--- src/rtl/lift_req_scheduler_if.sv ---
// Target handshake between the request scheduler and the lift motion/door
// controller.
//   i_cur_floor  : current lift floor (controller -> scheduler)
//   i_arrived    : one-cycle pulse, lift stopped and door cycle complete
//   i_tgt_ready  : controller accepts the offered target
//   o_tgt_valid  : target offered (scheduler -> controller)
//   o_tgt_floor  : offered target floor
//   o_dir        : sweep direction, 1 = up, 0 = down
// master = scheduler side, slave = lift controller side.
interface lift_req_scheduler_if #(
    parameter int unsigned FLOOR_W = 5
);
    logic [FLOOR_W-1:0] i_cur_floor;
    logic               i_arrived;
    logic               i_tgt_ready;
    logic               o_tgt_valid;
    logic [FLOOR_W-1:0] o_tgt_floor;
    logic               o_dir;

    modport master (
        input  i_cur_floor, i_arrived, i_tgt_ready,
        output o_tgt_valid, o_tgt_floor, o_dir
    );

    modport slave (
        output i_cur_floor, i_arrived, i_tgt_ready,
        input  o_tgt_valid, o_tgt_floor, o_dir
    );
endinterface

--- src/rtl/lift_req_scheduler.sv ---
// Lift request scheduler: collects hall-up, hall-down and car-panel calls
// into pending masks, picks the next target floor with a SCAN sweep policy
// and offers it to the lift controller over a valid/ready handshake. Served
// requests are cleared when the lift reports arrival.
//   i_clk, i_rst : clock, asynchronous active-high reset
//   i_hall_up    : up-call pulses, one bit per floor
//   i_hall_dn    : down-call pulses, one bit per floor
//   i_car        : car-panel call pulses, one bit per floor
//   o_pending    : OR of the three pending masks
//   o_busy       : high whenever the scheduler is not idle
//   bus          : target handshake to the lift controller (master side)
module lift_req_scheduler #(
    parameter int unsigned NUM_FLOORS = 32,
    parameter int unsigned FLOOR_W    = 5
) (
    input  logic                  i_clk,
    input  logic                  i_rst,
    input  logic [NUM_FLOORS-1:0] i_hall_up,
    input  logic [NUM_FLOORS-1:0] i_hall_dn,
    input  logic [NUM_FLOORS-1:0] i_car,
    output logic [NUM_FLOORS-1:0] o_pending,
    output logic                  o_busy,
    lift_req_scheduler_if.master  bus
);

    typedef enum logic [1:0] {IDLE, SCAN, ISSUE, TRAVEL} state_t;

    state_t                state, state_nxt;
    logic [NUM_FLOORS-1:0] pend_up, pend_dn, pend_car;
    logic [NUM_FLOORS-1:0] pending, clr;
    logic [FLOOR_W-1:0]    tgt_floor, tgt_nxt;
    logic                  dir, dir_nxt;
    int unsigned           cur_idx, above_idx, below_idx;
    logic                  hit_cur, any_above, any_below;

    assign pending = pend_up | pend_dn | pend_car;

    // Out-of-range floor reports are treated as the top floor.
    always_comb begin
        cur_idx = 32'(bus.i_cur_floor);
        if (cur_idx >= NUM_FLOORS) begin
            cur_idx = NUM_FLOORS - 1;
        end
    end

    // One pass over the floors yields: the hit at the current floor, the
    // nearest pending floor above (first found ascending) and the nearest
    // below (last found ascending), plus the arrival clear mask.
    always_comb begin
        hit_cur   = 1'b0;
        any_above = 1'b0;
        any_below = 1'b0;
        above_idx = 0;
        below_idx = 0;
        clr       = '0;
        for (int unsigned k = 0; k < NUM_FLOORS; k++) begin
            if (k == cur_idx) begin
                hit_cur = pending[k];
                clr[k]  = (state == TRAVEL) && bus.i_arrived;
            end else if (pending[k]) begin
                if (k > cur_idx) begin
                    if (!any_above) begin
                        any_above = 1'b1;
                        above_idx = k;
                    end
                end else begin
                    any_below = 1'b1;
                    below_idx = k;
                end
            end
        end
    end

    always_comb begin
        state_nxt = state;
        tgt_nxt   = tgt_floor;
        dir_nxt   = dir;
        case (state)
            IDLE: begin
                if (pending != '0) begin
                    state_nxt = SCAN;
                end
            end
            SCAN: begin
                if (pending == '0) begin
                    state_nxt = IDLE;
                end else begin
                    state_nxt = ISSUE;
                    if (hit_cur) begin
                        tgt_nxt = FLOOR_W'(cur_idx);
                    end else if (dir) begin
                        if (any_above) begin
                            tgt_nxt = FLOOR_W'(above_idx);
                        end else begin
                            tgt_nxt = FLOOR_W'(below_idx);
                            dir_nxt = 1'b0;
                        end
                    end else begin
                        if (any_below) begin
                            tgt_nxt = FLOOR_W'(below_idx);
                        end else begin
                            tgt_nxt = FLOOR_W'(above_idx);
                            dir_nxt = 1'b1;
                        end
                    end
                end
            end
            ISSUE: begin
                if (bus.i_tgt_ready) begin
                    state_nxt = TRAVEL;
                end
            end
            TRAVEL: begin
                if (bus.i_arrived) begin
                    state_nxt = SCAN;
                end
            end
            default: state_nxt = IDLE;
        endcase
    end

    always_ff @(posedge i_clk or posedge i_rst) begin
        if (i_rst) begin
            state     <= IDLE;
            pend_up   <= '0;
            pend_dn   <= '0;
            pend_car  <= '0;
            tgt_floor <= '0;
            dir       <= 1'b1;
        end else begin
            state     <= state_nxt;
            // A new call at the arrival floor in the arrival cycle is served
            // by that arrival, so clear wins over set.
            pend_up   <= (pend_up  | i_hall_up) & ~clr;
            pend_dn   <= (pend_dn  | i_hall_dn) & ~clr;
            pend_car  <= (pend_car | i_car)     & ~clr;
            tgt_floor <= tgt_nxt;
            dir       <= dir_nxt;
        end
    end

    assign o_pending       = pending;
    assign o_busy          = (state != IDLE);
    assign bus.o_tgt_valid = (state == ISSUE);
    assign bus.o_tgt_floor = tgt_floor;
    assign bus.o_dir       = dir;

endmodule
--- src/flat_wrapper.sv ---
// flat-port wrapper written by rule: the top's interface ports become plain ports
module lift_req_scheduler_flat 
#(
    parameter int unsigned NUM_FLOORS = 32,
    parameter int unsigned FLOOR_W    = 5
)
  (i_clk, i_rst, i_hall_up, i_hall_dn, i_car, o_pending, o_busy, bus_i_cur_floor, bus_i_arrived, bus_i_tgt_ready, bus_o_tgt_valid, bus_o_tgt_floor, bus_o_dir);
  lift_req_scheduler_if #(.FLOOR_W(FLOOR_W)) bus_i ();
  input  logic i_clk;
  input  logic i_rst;
  input  logic [NUM_FLOORS-1:0] i_hall_up;
  input  logic [NUM_FLOORS-1:0] i_hall_dn;
  input  logic [NUM_FLOORS-1:0] i_car;
  output logic [NUM_FLOORS-1:0] o_pending;
  output logic o_busy;
  input wire logic [$bits(bus_i.i_cur_floor)-1:0] bus_i_cur_floor;
  input wire logic [$bits(bus_i.i_arrived)-1:0] bus_i_arrived;
  input wire logic [$bits(bus_i.i_tgt_ready)-1:0] bus_i_tgt_ready;
  output wire logic [$bits(bus_i.o_tgt_valid)-1:0] bus_o_tgt_valid;
  output wire logic [$bits(bus_i.o_tgt_floor)-1:0] bus_o_tgt_floor;
  output wire logic [$bits(bus_i.o_dir)-1:0] bus_o_dir;
  assign bus_i.i_cur_floor = bus_i_cur_floor;
  assign bus_i.i_arrived = bus_i_arrived;
  assign bus_i.i_tgt_ready = bus_i_tgt_ready;
  assign bus_o_tgt_valid = bus_i.o_tgt_valid;
  assign bus_o_tgt_floor = bus_i.o_tgt_floor;
  assign bus_o_dir = bus_i.o_dir;
  lift_req_scheduler #(.NUM_FLOORS(NUM_FLOORS), .FLOOR_W(FLOOR_W)) u_core (.i_clk(i_clk), .i_rst(i_rst), .i_hall_up(i_hall_up), .i_hall_dn(i_hall_dn), .i_car(i_car), .o_pending(o_pending), .o_busy(o_busy), .bus(bus_i));
endmodule
--- config.mk ---
export PLATFORM = sky130hd
export DESIGN_NAME = lift_req_scheduler_flat
export DESIGN_NICKNAME = d
export VERILOG_FILES = /design/src/rtl/lift_req_scheduler_if.sv /design/src/rtl/lift_req_scheduler.sv /design/src/flat_wrapper.sv
export SDC_FILE = /design/constraint.sdc
export NUM_CORES = 1
export LEC_CHECK = 0
export BUFFER_PORTS_ARGS = -buffer_cell sky130_fd_sc_hd__buf_2
export CORE_ASPECT_RATIO = 1.25
export CORE_MARGIN = 1
export CORE_UTILIZATION = 55
export DETAILED_ROUTE_END_ITERATION = 10
export PLACE_DENSITY = 0.81
export SLEW_MARGIN = 40
export SYNTH_ARGS = -nofsm -noshare
export SYNTH_HDL_FRONTEND = slang
export SYNTH_SLANG_ARGS = --single-unit
export TNS_END_PERCENT = 100
--- constraint.sdc ---
create_clock -name i_clk -period 4.3 [get_ports i_clk]
set_clock_uncertainty 0.05 [all_clocks]
set_input_delay 0.86 -clock i_clk [delete_from_list [all_inputs] [get_ports i_clk]]
set_output_delay 0.86 -clock i_clk [all_outputs]
set_load 0.03 [all_outputs]
Word-level counts from Yosys, hierarchy flattened
Index checks and enable logic that the tools add are counted. W data, S select, Z words.

Reductions and logical operators: 9. Bitwise operators: 11. Equality and inequality tests: 37. Magnitude comparators: 32. Mux-type cells: 485.

Operators by type and width (number): $mux W5 (217); $mux W1 (263); $or A32 B32 Y32 (5); $and A32 B32 Y32 (3); $eq A5 B5 Y1 const A (16); $gt A5 B5 Y1 const A (16); $logic_not A32 Y1 (2); $eq A4 B5 Y1 const A (8); $gt A4 B5 Y1 const A (8); $not A32 Y32 (1); $reduce_bool A32 Y1 (1); $eq A3 B5 Y1 const A (4); $gt A3 B5 Y1 const A (4); $eq A2 B5 Y1 const A (2); $gt A1 B5 Y1 const A (2); $gt A2 B5 Y1 const A (2); $mux W2 (4); $pmux W2 S4 (1); $reduce_and A3 Y1 (2); $eq A1 B5 Y1 const A (1); $eq A2 B2 Y1 const B (2); $ne A2 B2 Y1 const B (2); $eq A2 B1 Y1 const B (1); $logic_not A2 Y1 (1); 5 further kinds (6).

Output and inout bits: 40. Bits of input ports: 105. Flip-flop bits (word level): 104. Logic and storage cells: 580.

Longest topological paths before layout
Word-level depth: 131. Depth in mapped cells: 13. Mapped depth without buffers: 10.

Worst setup path before layout
Ideal clock, no wire load.

Kind: input-to-reg. From: in bus_i_cur_floor[3]. To: reg u_core.tgt_floor[4] (netlist: u_core.bus.o_tgt_floor[4]). Library setup time: 0.128 ns. Data required time: 4.122 ns. Buffers on the path: 2. Stages: 11. Path slack: 1.026 ns. Arrival time: 3.097 ns. Cells stage by stage: buf_2 buf_4 nor2_1 nand3_1 a221oi_1 o211ai_1 o211ai_1 a21oi_1 nor3b_2 mux2_2 mux2_1.

Longest elaborated chain between the ends: 130. Elaborated cells on any way between the ends: 503. Classes of those cells: order compare: 32; eq/ne: 31; mux: 439; reduce/logical: 1.

Ends and longest elaborated chain: from (decl) (line flat_wrapper.sv:16) `input wire logic [$bits(bus_i.i_cur_floor)-1:0] bus_i_cur_floor;`; $gt A1 B5 Y1 (line lift_req_scheduler.sv:61) `if (k > cur_idx) begin`; $mux W1 (line lift_req_scheduler.sv:61); $mux W1 (line lift_req_scheduler.sv:60) `end else if (pending[k]) begin`; $mux W1 (line lift_req_scheduler.sv:57) `if (k == cur_idx) begin`; $mux W1 (line lift_req_scheduler.sv:61); $mux W1 (line lift_req_scheduler.sv:60); $mux W1 (line lift_req_scheduler.sv:57); $mux W5 (line lift_req_scheduler.sv:62) `if (!any_above) begin`; [... 114 more ...]; $mux W5 (line lift_req_scheduler.sv:57); $mux W5 (line lift_req_scheduler.sv:62); $mux W5 (line lift_req_scheduler.sv:61); $mux W5 (line lift_req_scheduler.sv:60); $mux W5 (line lift_req_scheduler.sv:57); $mux W5, on equally long branches (line lift_req_scheduler.sv:99, lift_req_scheduler.sv:92); $mux W5 (line lift_req_scheduler.sv:91) `end else if (dir) begin`; $mux W5 (*) (line lift_req_scheduler.sv:89) `if (hit_cur) begin`; to (signal assigned) (line lift_req_scheduler.sv:137) `tgt_floor <= tgt_nxt;`; to (decl) (line lift_req_scheduler.sv:31) `logic [FLOOR_W-1:0] tgt_floor, tgt_nxt;`.

Every way passes the cells marked *; elsewhere a longest branch is shown, timed or not. A chain may end at the register's enable or synchronous reset.

Worst setup path in the final report
From: in bus_i_cur_floor[0]. To: reg u_core.tgt_floor[4] (netlist: u_core.bus.o_tgt_floor[4]).

Same word-level chain as after synthesis.

==> key figures <==
Drt
  – Routed len/inst: a little under 20 µm
  – 1st-iter DRT viols: roughly 900
  – Vias per cell: around 6.4
  – Final wirelength: approximately 22000 µm
  – Antenna viol nets, final: 0
  – Post-route DRC violation count: 0
  – Pre-antenna DRT Iters: 9
  – Via count: 6978

Floorplan
  – Initial core utilization: 57.3%
  – Die footprint: around 12000 µm²
  – Chip width: about 99 µm
  – Core area: between 10000 and 15000 µm²
  – Die extent in y: around 120 µm
  – # IOs: 145
  – # rows: between 40 and 50

GRT
  – Pin count of the biggest net entering global routing: 69
  – Vias in the first global route: about 6600
  – Initial antenna violation count: 0
  – GRT overflow: 0
  – First-pass GRT wire length: around 34000 µm
  – GRT Total Usage: a little over a third

Worst setup path
  – Critical Path RT: 4.49 ns
  – R2R Setup Slk: ~0.94 ns
  – Start point of the critical path: bus_i_cur_floor[0]
  – Crit path max fanout: 28
  – CP Data Arrival Time: ~3.7 ns
  – R2R depth: 11
  – Critical path cell sequence: buf_2 -> nand3_1 -> or3_1 -> a21oi_1 -> a221oi_1 -> o211ai_1 -> a21oi_1 -> nor3b_2 -> buf_4 -> mux2_2 -> mux2_1
  – Element type at the critical path start: input port
  – Crit path max-delay family: simple AND/OR/NAND/NOR gates
  – Crit end category: flop
  – CP Buf/Inv Count: 2
  – FF-to-FF Start: u_core.pend_dn[16]$_DFF_PP0_
  – Reg2reg end: u_core.bus.o_tgt_floor[4]$_DFFE_PP0P_
  – Largest stage delay, worst path: around 0.45 ns
  – Crit Path Class: in -> reg
  – Most used cell, CP: a21oi_1
  – Slowest-stage cell, CP: buf_2

Hold path
  – Worst Min Path Start: u_core.pend_dn[28]$_DFF_PP0_
  – Min-Delay Endpoint: u_core.pend_dn[28]$_DFF_PP0_
  – Hold Crit Class: reg -> reg
  – Hold depth: 1

CTS
  – Clock Tree Buf Depth: 2
  – H-tree Lvls: 3
  – Post_cts resized: 0
  – Num CTS Buffers: 9
  – Post-CTS Setup Inserts: 0
  – CTS clk-pin slew, worst paths: approximately 0.07 ns
  – CTS tree: yes
  – Clock root cell: clkbuf_16
  – Num Clock Sinks: approximately 100
  – Worst-skew pair later-pin latency: 0.35 ns
  – Cts hold-fix bufs: 0

Timing
  – Slew headroom: a little under half
  – Worst Hold Slack: 0.424 ns
  – Crit share post-route: 81.7%
  – RSZ-0062 raised after global routing: false
  – Setup_tns: 0 ns
  – Final setup violation count: 0
  – Final worst setup slack: roughly 0.8 ns
  – Fin. Hold Viols: 0
  – Fmax: about 280 MHz
  – Minimum clock period: 3.51 ns
  – Slew Limit Fails: 0
  – Worst-margin pin slew: ~0.8 ns

Finish
  – Multi-input gate area: 3510 µm²
  – Area grow syn2layout: 19.1%
  – Final nets: roughly 1100
  – Layout cells sized above 1: between 20% and 30%
  – Post-route cell area: around 7700 µm²
  – Sequential Area: approximately 2600 µm²
  – Fill count: around 1000
  – # diodes: 0
  – Post-Layout Cell Count: 1084
  – Final core occ: between 60% and 70%

Synth
  – Top cells by count, synth: nor2_1, dfrtp_1, a21oi_1, nand2_1, nor3_1
  – Synthesis warning total: 0
  – Synth Register Bits: 104
  – Sequential area share after synthesis: approximately 40%
  – Async S/R FF share, synth: between 90% and 100%
  – Syn avg cell area: about 8 µm²
  – Cell variety after synth: 71
  – Post-synthesis cell area: 6470 µm²
  – Most used DFF post-synth: dfrtp_1
  – Mapped Cells: between 800 and 900
  – Number of synthesized flops with an enable pin: 0
  – Ranking of synthesized cells by area: dfrtp_1, nor2_1, o21a_1
  – Yosys top cell area share: 39.8%
  – Post-Syn Nets: around 920
  – Count leader, synth: nor2_1
  – Area leader, netlist: dfrtp_1

Pwr
  – Tot Pwr: 2.46 mW
  – Pleak: approximately 2.9 nW
  – Pwr dens: about 320 nW/µm²
  – VDD IR-drop max: between 200 and 250 µV

Placement
  – DP Area: ~7400 µm²
  – Routability cong.: between 1 and 1.5
  – Port Buf Inserts: about 140
  – Dpl cells: 1068
  – Place WS: approximately 0.55 ns
  – HPWL after detailed placement: approximately 17000 µm

Outcome
  – Outcome: finished, final reports clean

Job
  – Max-cap violations: 0
==> routing by layer <==
metal,track usage [%],routed length [µm],up-vias
met3,7.74,2240,106
met5,0,0,-
met1,46.3,8270,3263
li1,-,-,3166
met4,20.2,1140,0
met2,57.9,9910,443
==> layout make-up <==
class                           count  area share, %
Multi-Input combinational cell    619           45.6
Inverter                           34           1.72
Clock buffer                       10           3.10
Tap cell                          135           2.19
Sequential cell                   104           33.8
Clock inverter                      6          0.974
Timing Repair Buffer              176           12.6
==> how the worst max path moves through the flow <==
stage / to / slack, ns / depth (start not counted)
after global routing: u_core.bus.o_tgt_floor[4]$_DFFE_PP0P_ / 0.59 / 11
after detailed placement: u_core.bus.o_tgt_floor[4]$_DFFE_PP0P_ / 0.55 / 11
final: u_core.bus.o_tgt_floor[4]$_DFFE_PP0P_ / 0.79 / 11
after global placement: u_core.bus.o_tgt_floor[4]$_DFFE_PP0P_ / 0.60 / 11
after CTS: u_core.bus.o_tgt_floor[4]$_DFFE_PP0P_ / 0.91 / 11
after floorplan: u_core.bus.o_tgt_floor[0]$_DFFE_PP0P_ / 0.66 / 1
==> flip-flops by register name, indices dropped and copies added, names as in the netlist <==
| name | flops |
|---|---|
| u_core.pend_dn | 32 |
| u_core.bus.o_dir | 1 |
| u_core.pend_car | 32 |
| u_core.state | 2 |
| u_core.bus.o_tgt_floor | 5 |
| u_core.pend_up | 32 |
==> layout by cell type, fill, tap and decap left out, types with 9 or more instances in the layout <==
cell type / count
nor2_1: 187
buf_2: 144
dfrtp_1: 103
a21oi_1: 44
nand2_1: 41
nor3_1: 40
o21a_1: 37
o21ai_0: 34
inv_1: 32
buf_4: 31
nand3_1: 20
or3_1: 14
o211ai_1: 13
o22ai_1: 11
nor2b_1: 11
nand4_1: 10
and2_1: 9
clkbuf_16: 9
==> worst reg2reg max path: cells and delay by family (launching register included) <==
family / cells / cell delay, ns
buffers and inverters: 2 / 0.50
AND/OR/NAND/NOR: 2 / 0.68
AO/OA/AOI/OAI: 5 / 1.00
multiplexers: 2 / 0.63
flip-flops: 1 / 0.38
==> kinds of logic after synthesis <==
| kind of cell | Yosys count | synth area share, % |
|---|---|---|
| buffers and inverters | 82 | 5.53 |
| AND/OR/NAND/NOR | 375 | 27.4 |
| adder cells (fa/ha/maj) | 5 | 0.967 |
| AO/OA/AOI/OAI | 231 | 24.6 |
| multiplexers | 8 | 1.32 |
| flip-flops | 104 | 40.3 |
==> power breakdown <==
group          switching (mW)  internal [mW]
clock network           0.384          0.476
registers              0.0312           1.02
logic                   0.352          0.194
total                   0.767           1.69
No activity file was read; power rests on OpenSTA's default activity.
